File: config.mk
export PLATFORM = sky130hd
export DESIGN_NAME = ahb_read_mux
export DESIGN_NICKNAME = d
export VERILOG_FILES = /design/src/rtl/ahb_read_mux.sv
export SDC_FILE = /design/constraint.sdc
export NUM_CORES = 1
export LEC_CHECK = 0
export BUFFER_PORTS_ARGS = -buffer_cell sky130_fd_sc_hd__buf_4
export CAP_MARGIN = 20
export CORE_MARGIN = 10
export CORE_UTILIZATION = 31
export DETAILED_ROUTE_END_ITERATION = 16
export PLACE_DENSITY = 0.9
export SYNTH_ARGS = -nofsm -noshare
export SYNTH_HDL_FRONTEND = slang
export SYNTH_SLANG_ARGS = --single-unit
File: constraint.sdc
create_clock -name hclk -period 2.7 [get_ports hclk]
set_input_delay 0.81 -clock hclk [delete_from_list [all_inputs] [get_ports hclk]]
set_output_delay 0.81 -clock hclk [all_outputs]
set_load 0.005 [all_outputs]
File: src/rtl/ahb_read_mux.sv
// AHB-Lite read-side mux for three slaves plus an internal default slave.
// Steers hrdata/hready/hresp from the slave owning the current data phase.
module ahb_read_mux (
  input  logic        hclk,
  input  logic        hresetn,
  input  logic [31:0] haddr,
  input  logic [1:0]  htrans,
  input  logic [31:0] hrdata_1,
  input  logic [31:0] hrdata_2,
  input  logic [31:0] hrdata_3,
  input  logic        hreadyout_1,
  input  logic        hreadyout_2,
  input  logic        hreadyout_3,
  input  logic        hresp_1,
  input  logic        hresp_2,
  input  logic        hresp_3,
  output logic        hsel_1,
  output logic        hsel_2,
  output logic        hsel_3,
  output logic [31:0] hrdata,
  output logic        hready,
  output logic        hresp
);

  typedef enum logic [2:0] {
    DS_NONE = 3'd0,
    DS_S1   = 3'd1,
    DS_S2   = 3'd2,
    DS_S3   = 3'd3,
    DS_DEF  = 3'd4
  } dsel_e;

  typedef enum logic [1:0] {
    D_IDLE = 2'd0,
    D_ERR1 = 2'd1,
    D_ERR2 = 2'd2
  } dstate_e;

  dsel_e   dec;
  dsel_e   dsel_q, dsel_d;
  dstate_e dst_q, dst_d;
  logic    err_start;
  logic    def_ready, def_resp;

  // Address-phase decode; hsel stays live from haddr even in reset.
  always_comb begin
    dec = DS_DEF;
    case (haddr[31:28])
      4'h0:    dec = DS_S1;
      4'h1:    dec = DS_S2;
      4'h2:    dec = DS_S3;
      default: dec = DS_DEF;
    endcase
  end

  assign hsel_1 = (dec == DS_S1);
  assign hsel_2 = (dec == DS_S2);
  assign hsel_3 = (dec == DS_S3);

  // Data-phase owner only advances when the current data phase completes.
  always_comb begin
    dsel_d = dsel_q;
    if (hready) dsel_d = dec;
  end

  always_ff @(posedge hclk) begin
    if (!hresetn) dsel_q <= DS_NONE;
    else          dsel_q <= dsel_d;
  end

  // An active transfer accepted into the unmapped region starts an ERROR.
  assign err_start = hready && (dec == DS_DEF) && htrans[1];

  always_ff @(posedge hclk) begin
    if (!hresetn) dst_q <= D_IDLE;
    else          dst_q <= dst_d;
  end

  always_comb begin
    dst_d     = dst_q;
    def_ready = 1'b1;
    def_resp  = 1'b0;
    case (dst_q)
      D_IDLE: begin
        if (err_start) dst_d = D_ERR1;
      end
      D_ERR1: begin
        def_ready = 1'b0;
        def_resp  = 1'b1;
        dst_d     = D_ERR2;
      end
      D_ERR2: begin
        def_resp = 1'b1;
        dst_d    = err_start ? D_ERR1 : D_IDLE;
      end
      default: dst_d = D_IDLE;
    endcase
  end

  // Zero-latency response steering; hready depends only on registered state
  // and slave outputs, so there is no loop through the decode above.
  always_comb begin
    hrdata = 32'h0;
    hready = 1'b1;
    hresp  = 1'b0;
    case (dsel_q)
      DS_S1: begin
        hrdata = hrdata_1;
        hready = hreadyout_1;
        hresp  = hresp_1;
      end
      DS_S2: begin
        hrdata = hrdata_2;
        hready = hreadyout_2;
        hresp  = hresp_2;
      end
      DS_S3: begin
        hrdata = hrdata_3;
        hready = hreadyout_3;
        hresp  = hresp_3;
      end
      DS_DEF: begin
        hready = def_ready;
        hresp  = def_resp;
      end
      default: ;
    endcase
  end

endmodule

# Word-level counts from Yosys, hierarchy flattened
# Cells that the tools add are included.
word_totals:
  regBits: 5
  out_inout_bits: 37
  word_cells: 29
classes:
  eq_ne: 13
  n_mux: 9
  n_reduce_logical: 5
ops:
  columns: ["operator", "n"]
  rows:
  - ["$pmux W32 S3", 1]
  - ["$eq A3 B2 Y1 const B", 4]
  - ["$pmux W3 S3", 1]
  - ["$pmux W1 S4", 2]
  - ["$eq A3 B1 Y1 const B", 2]
  - ["$eq A3 B3 Y1 const B", 2]
  - ["$pmux W2 S3", 1]
  - ["$eq A4 B1 Y1 const B", 1]
  - ["$eq A4 B2 Y1 const B", 1]
  - ["$logic_not A4 Y1", 1]
  - ["$mux W1", 3]
  - ["$eq A2 B1 Y1 const B", 1]
  - ["$eq A2 B2 Y1 const B", 1]
  - ["$logic_and A1 B1 Y1", 2]
  - ["$logic_not A2 Y1", 1]
  - ["$mux W2", 1]
  - ["$ne A2 B2 Y1 const B", 1]
  - ["$reduce_or A2 Y1", 1]

# Longest topological paths before layout
logic_depth:
  depth_word: 7
  depth_mapped: 7

# Worst setup path before layout
# OpenSTA, ideal clock, no wires.
synth_path:
  kind: "input to output"
  start: "in hreadyout_3"
  end: "out hready"
  arrival_ps: 1494
  t_required_ps: 1890
  setup_slack_ps: 396
  stages: 4
  n_path_buf: 0
  cell_sequence: "and3_1 o31a_1 nor2_1 inv_1"
synth_via:
  elab_chain_len: 1
synth_rtl:
  columns: ["item", "line", "text"]
  rows:
  - ["start, declared", "13", "input logic hreadyout_3,"]
  - ["$pmux W1 S4", "106", "case (dsel_q)"]
  - ["end, declared", "21", "output logic hready,"]
# Every way passes these cells.

# Worst setup path in the final report
layout_path:
  start: "reg dsel_q[1]"
  end: "out hrdata[17]"
layout_via:
  elab_chain_len: 2
  word_cells_on_any_way: 4
  cone_classes: "eq/ne: 3; mux: 1"
layout_rtl:
  columns: ["item", "line", "text"]
  rows:
  - ["start, declared", "40", "dsel_e dsel_q, dsel_d;"]
  - ["start signal, assigned", "68", "else dsel_q <= dsel_d;"]
  - ["$eq A3 B2 Y1 or $eq A3 B1 Y1 (tied branches)", "106", null]
  - ["$pmux W32 S3 *", "106", null]
  - ["end, declared", "20", "output logic [31:0] hrdata,"]
# Every way passes the cells marked *; elsewhere a longest branch is shown, timed or not.

==> impl_metrics.py <==
metrics = {
    "clocking": {
        "clk-insertion-delay-late_ns": 0.22,
        "cts_sinks": 5,
        "ctsResizeCount": 0,
        "cts_tree": "done",
        "htree_levels": 1,
        "cts_setup_buffers": 0,
        "cts_inserted_buffers": 3,
        "cts_hold_buf": 0,
        "clk_pin_slew_ns": 0.04,
        "ctsLongestPathBuffers": 2,
        "root_buffer": "clkbuf_8",
    },
    "critical_path": {
        "path_delay_family": "flip-flops",
        "worstPathRequired_ns": 1.89,
        "critPathMaxStageDelay_ns": 0.45,
        "crit_path_max_fanout": 12,
        "crit_buf_inv": 2,
        "crit_cells": 5,
        "path_cells": "buf_4 -> mux2_2 -> a22oi_1 -> nor2_1 -> buf_4",
        "r2r_setup_slack_ns": 0.72,
        "r2r_cells": 7,
        "r2r_end": "dsel_q[1]$_SDFFE_PN0N_",
        "arrival_ns": 1.64,
        "crit_slowest_cell": "dfxtp_2",
        "cp-start-kind": "register",
        "path_class": "register to primary output",
        "cp-end-kind": "primary output",
        "startpoint": "dsel_q[1]$_SDFFE_PN0N_",
        "r2r_start": "dsel_q[0]$_SDFFE_PN0N_",
        "crit_path_frequent_cell": "buf_4",
    },
    "synthesis": {
        "synth_cell_type_count": 33,
        "ys_warn_count": 0,
        "synth_seq_area_share": 0.08114,
        "synth-edff-count": 0,
        "ys.flop_type": "dfxtp_1",
        "avgSynthCellArea_um2": 7.663,
        "syn-instance-count": 161,
        "synth_nets": 304,
        "ys_async_sr_fraction": 0,
        "syn-cell-area_um2": 1234,
        "ys_seq_elements": 5,
    },
    "timing": {
        "rsz0062_at_grt": "no",
        "min_period_ns": 2.454,
        "max_freq_mhz": 407.6,
        "fin_ws_ns": 0.2464,
        "tightest_slew_ns": 0.2896,
        "hold_viol": 0,
        "drv_slew": 0,
        "relSlewSlack": 0.8056,
        "fin_crit_sh": 0.9087,
        "finalClockSkew_ns": 0.002455,
        "setup_violations": 0,
        "fin_tns_setup_ns": 0,
    },
    "status": {
        "status": "finished clean",
    },
    "power": {
        "vdd_ir_drop_max_v": 0.0001358,
        "p_leak_uw": 0.001219,
        "powerDensity_nw_per_um2": 218.1,
    },
    "global_route": {
        "grt_pass1_wl_mm": 9.294,
        "grt_start_max_net_pins": 22,
        "grt_usage": 0.1575,
        "grt-ovfl-total": 0,
        "antenna_found_initial": 0,
        "grt_pass1_vias": 1963,
    },
    "min_path": {
        "holdPathStages": 2,
        "hold_end": "dst_q[0]$_SDFFE_PN0P_",
        "min_from": "dst_q[0]$_SDFFE_PN0P_",
        "hold_path_class": "register to register",
    },
    "drt": {
        "drt_first_iter_violations": 85,
        "wl_per_cell_um": 16.85,
        "ant_nets": 0,
        "drc": 0,
        "num_vias": 1785,
        "routed_via_density": 5.085,
        "first_pass_iters": 4,
        "wirelength_mm": 5.914,
    },
    "floorplanning": {
        "die_w_um": 83.09,
        "die_area_um2": 6903,
        "io_pins": 175,
        "initial_core_util": 0.3295,
        "fp.dieH_um": 83.09,
        "rows": 22,
        "core-area_um2": 3744,
    },
    "placement": {
        "hpwl_mm": 5.138,
        "gp_congestion": 0.8216,
        "dp_slack_ns": 0.2478,
        "port_buffers": 145,
    },
    "cells_and_area": {
        "drive_gt1_frac": 0.6436,
        "antenna_cells": 0,
        "fin_nets": 447,
        "layout_commonest_cell": "buf_4",
        "area_growth_pct": 97.77,
        "mostFrequentLayoutCells": "153 x buf_4, 34 x nor2_1, 33 x mux2_2, 33 x a22oi_1",
    },
    "run": {
        "cap_violations": 0,
    },
}
flip-flops by register name, summed over array words and instances, names as in the netlist:
register and count:
dsel_q 3, dst_q 2
cell type report:
| cell class | count | area [um2] |
|---|---|---|
| fillers | 326 | 1304 |
| repair buffers | 154 | 1169 |
| multi-input cells | 135 | 1046 |
| flip-flops and latches | 5 | 101.3 |
| well taps | 48 | 60.06 |
| clock buffers | 4 | 45.04 |
| inverters | 5 | 18.77 |
cells in the mapped netlist, drive strengths merged, types with 2 or more instances:
cell	number	share of area
nand3b	2	0.032
nor2b	3	0.015
inv	5	0.015
mux2	33	0.30
nand3	2	0.0081
o21ai	2	0.0081
nor2	34	0.10
clkbuf	14	0.043
buf	2	0.015
a21boi	3	0.018
dfxtp	5	0.081
nand2	2	0.0061
ha	5	0.051
a22oi	33	0.20
a21oi	2	0.011
layer usage:
metal | share of wire | global-route usage
met1 | 0.39 | 0.1642
met2 | 0.50 | 0.2863
met3 | 0.096 | 0.06055
met4 | 0.014 | 0.04000
met5 | 0 | 0
power by group:
part           total (uW)  leakage (uW)  switching, uW  internal, uW
logic                 308       0.00115            111           197
clock network         135     0.0000228           33.6           101
registers            89.8     0.0000415           9.43          80.4
kinds of logic (layout without fill, tap and decap cells):
| family | count (synthesis) | count (layout) | share of synthesized area |
|---|---|---|---|
| and+or+nand+nor | 51 | 51 | 0.2120 |
| adders and majority gates | 5 | 5 | 0.05071 |
| buffers and inverters | 21 | 163 | 0.07303 |
| muxes | 34 | 34 | 0.3093 |
| DFF | 5 | 5 | 0.08114 |
| AOI/OAI and AO/OA | 44 | 44 | 0.2667 |
| xor gates and xnor gates | 1 | 1 | 0.007101 |
tightest hold or removal path: cells and delay by family, from the launching register on:
family	cells	cell delay [ns]
AO/OA/AOI/OAI	1	0.06
flip-flops	1	0.34
AND/OR/NAND/NOR	1	0.08
per-stage QoR:
stage	cell area [um2]	util	hold slack [ns]	std cells	power, uW
2_1_floorplan	1234	-	0.4967	161	215.4
3_3_place_gp	2395	0.6397	0.5179	347	393.2
3_5_place_dp	2395	0.6397	0.5290	347	400.7
4_1_cts	2440	0.6517	0.5342	351	538.9
5_1_grt	2440	0.6517	0.5708	351	573.1
6_report	2440	0.6517	0.5270	351	532.1
worst max-delay path by stage:
| stage | to | slack, ns |
|---|---|---|
| global route | hrdata[27] | 0.15 |
| finish | hrdata[17] | 0.25 |
| global placement | hready | 0.24 |
| detailed placement | hready | 0.25 |
| CTS | hrdata[17] | 0.23 |
| floorplan | hready | 0.40 |
Power figures use the tool's default switching activity.
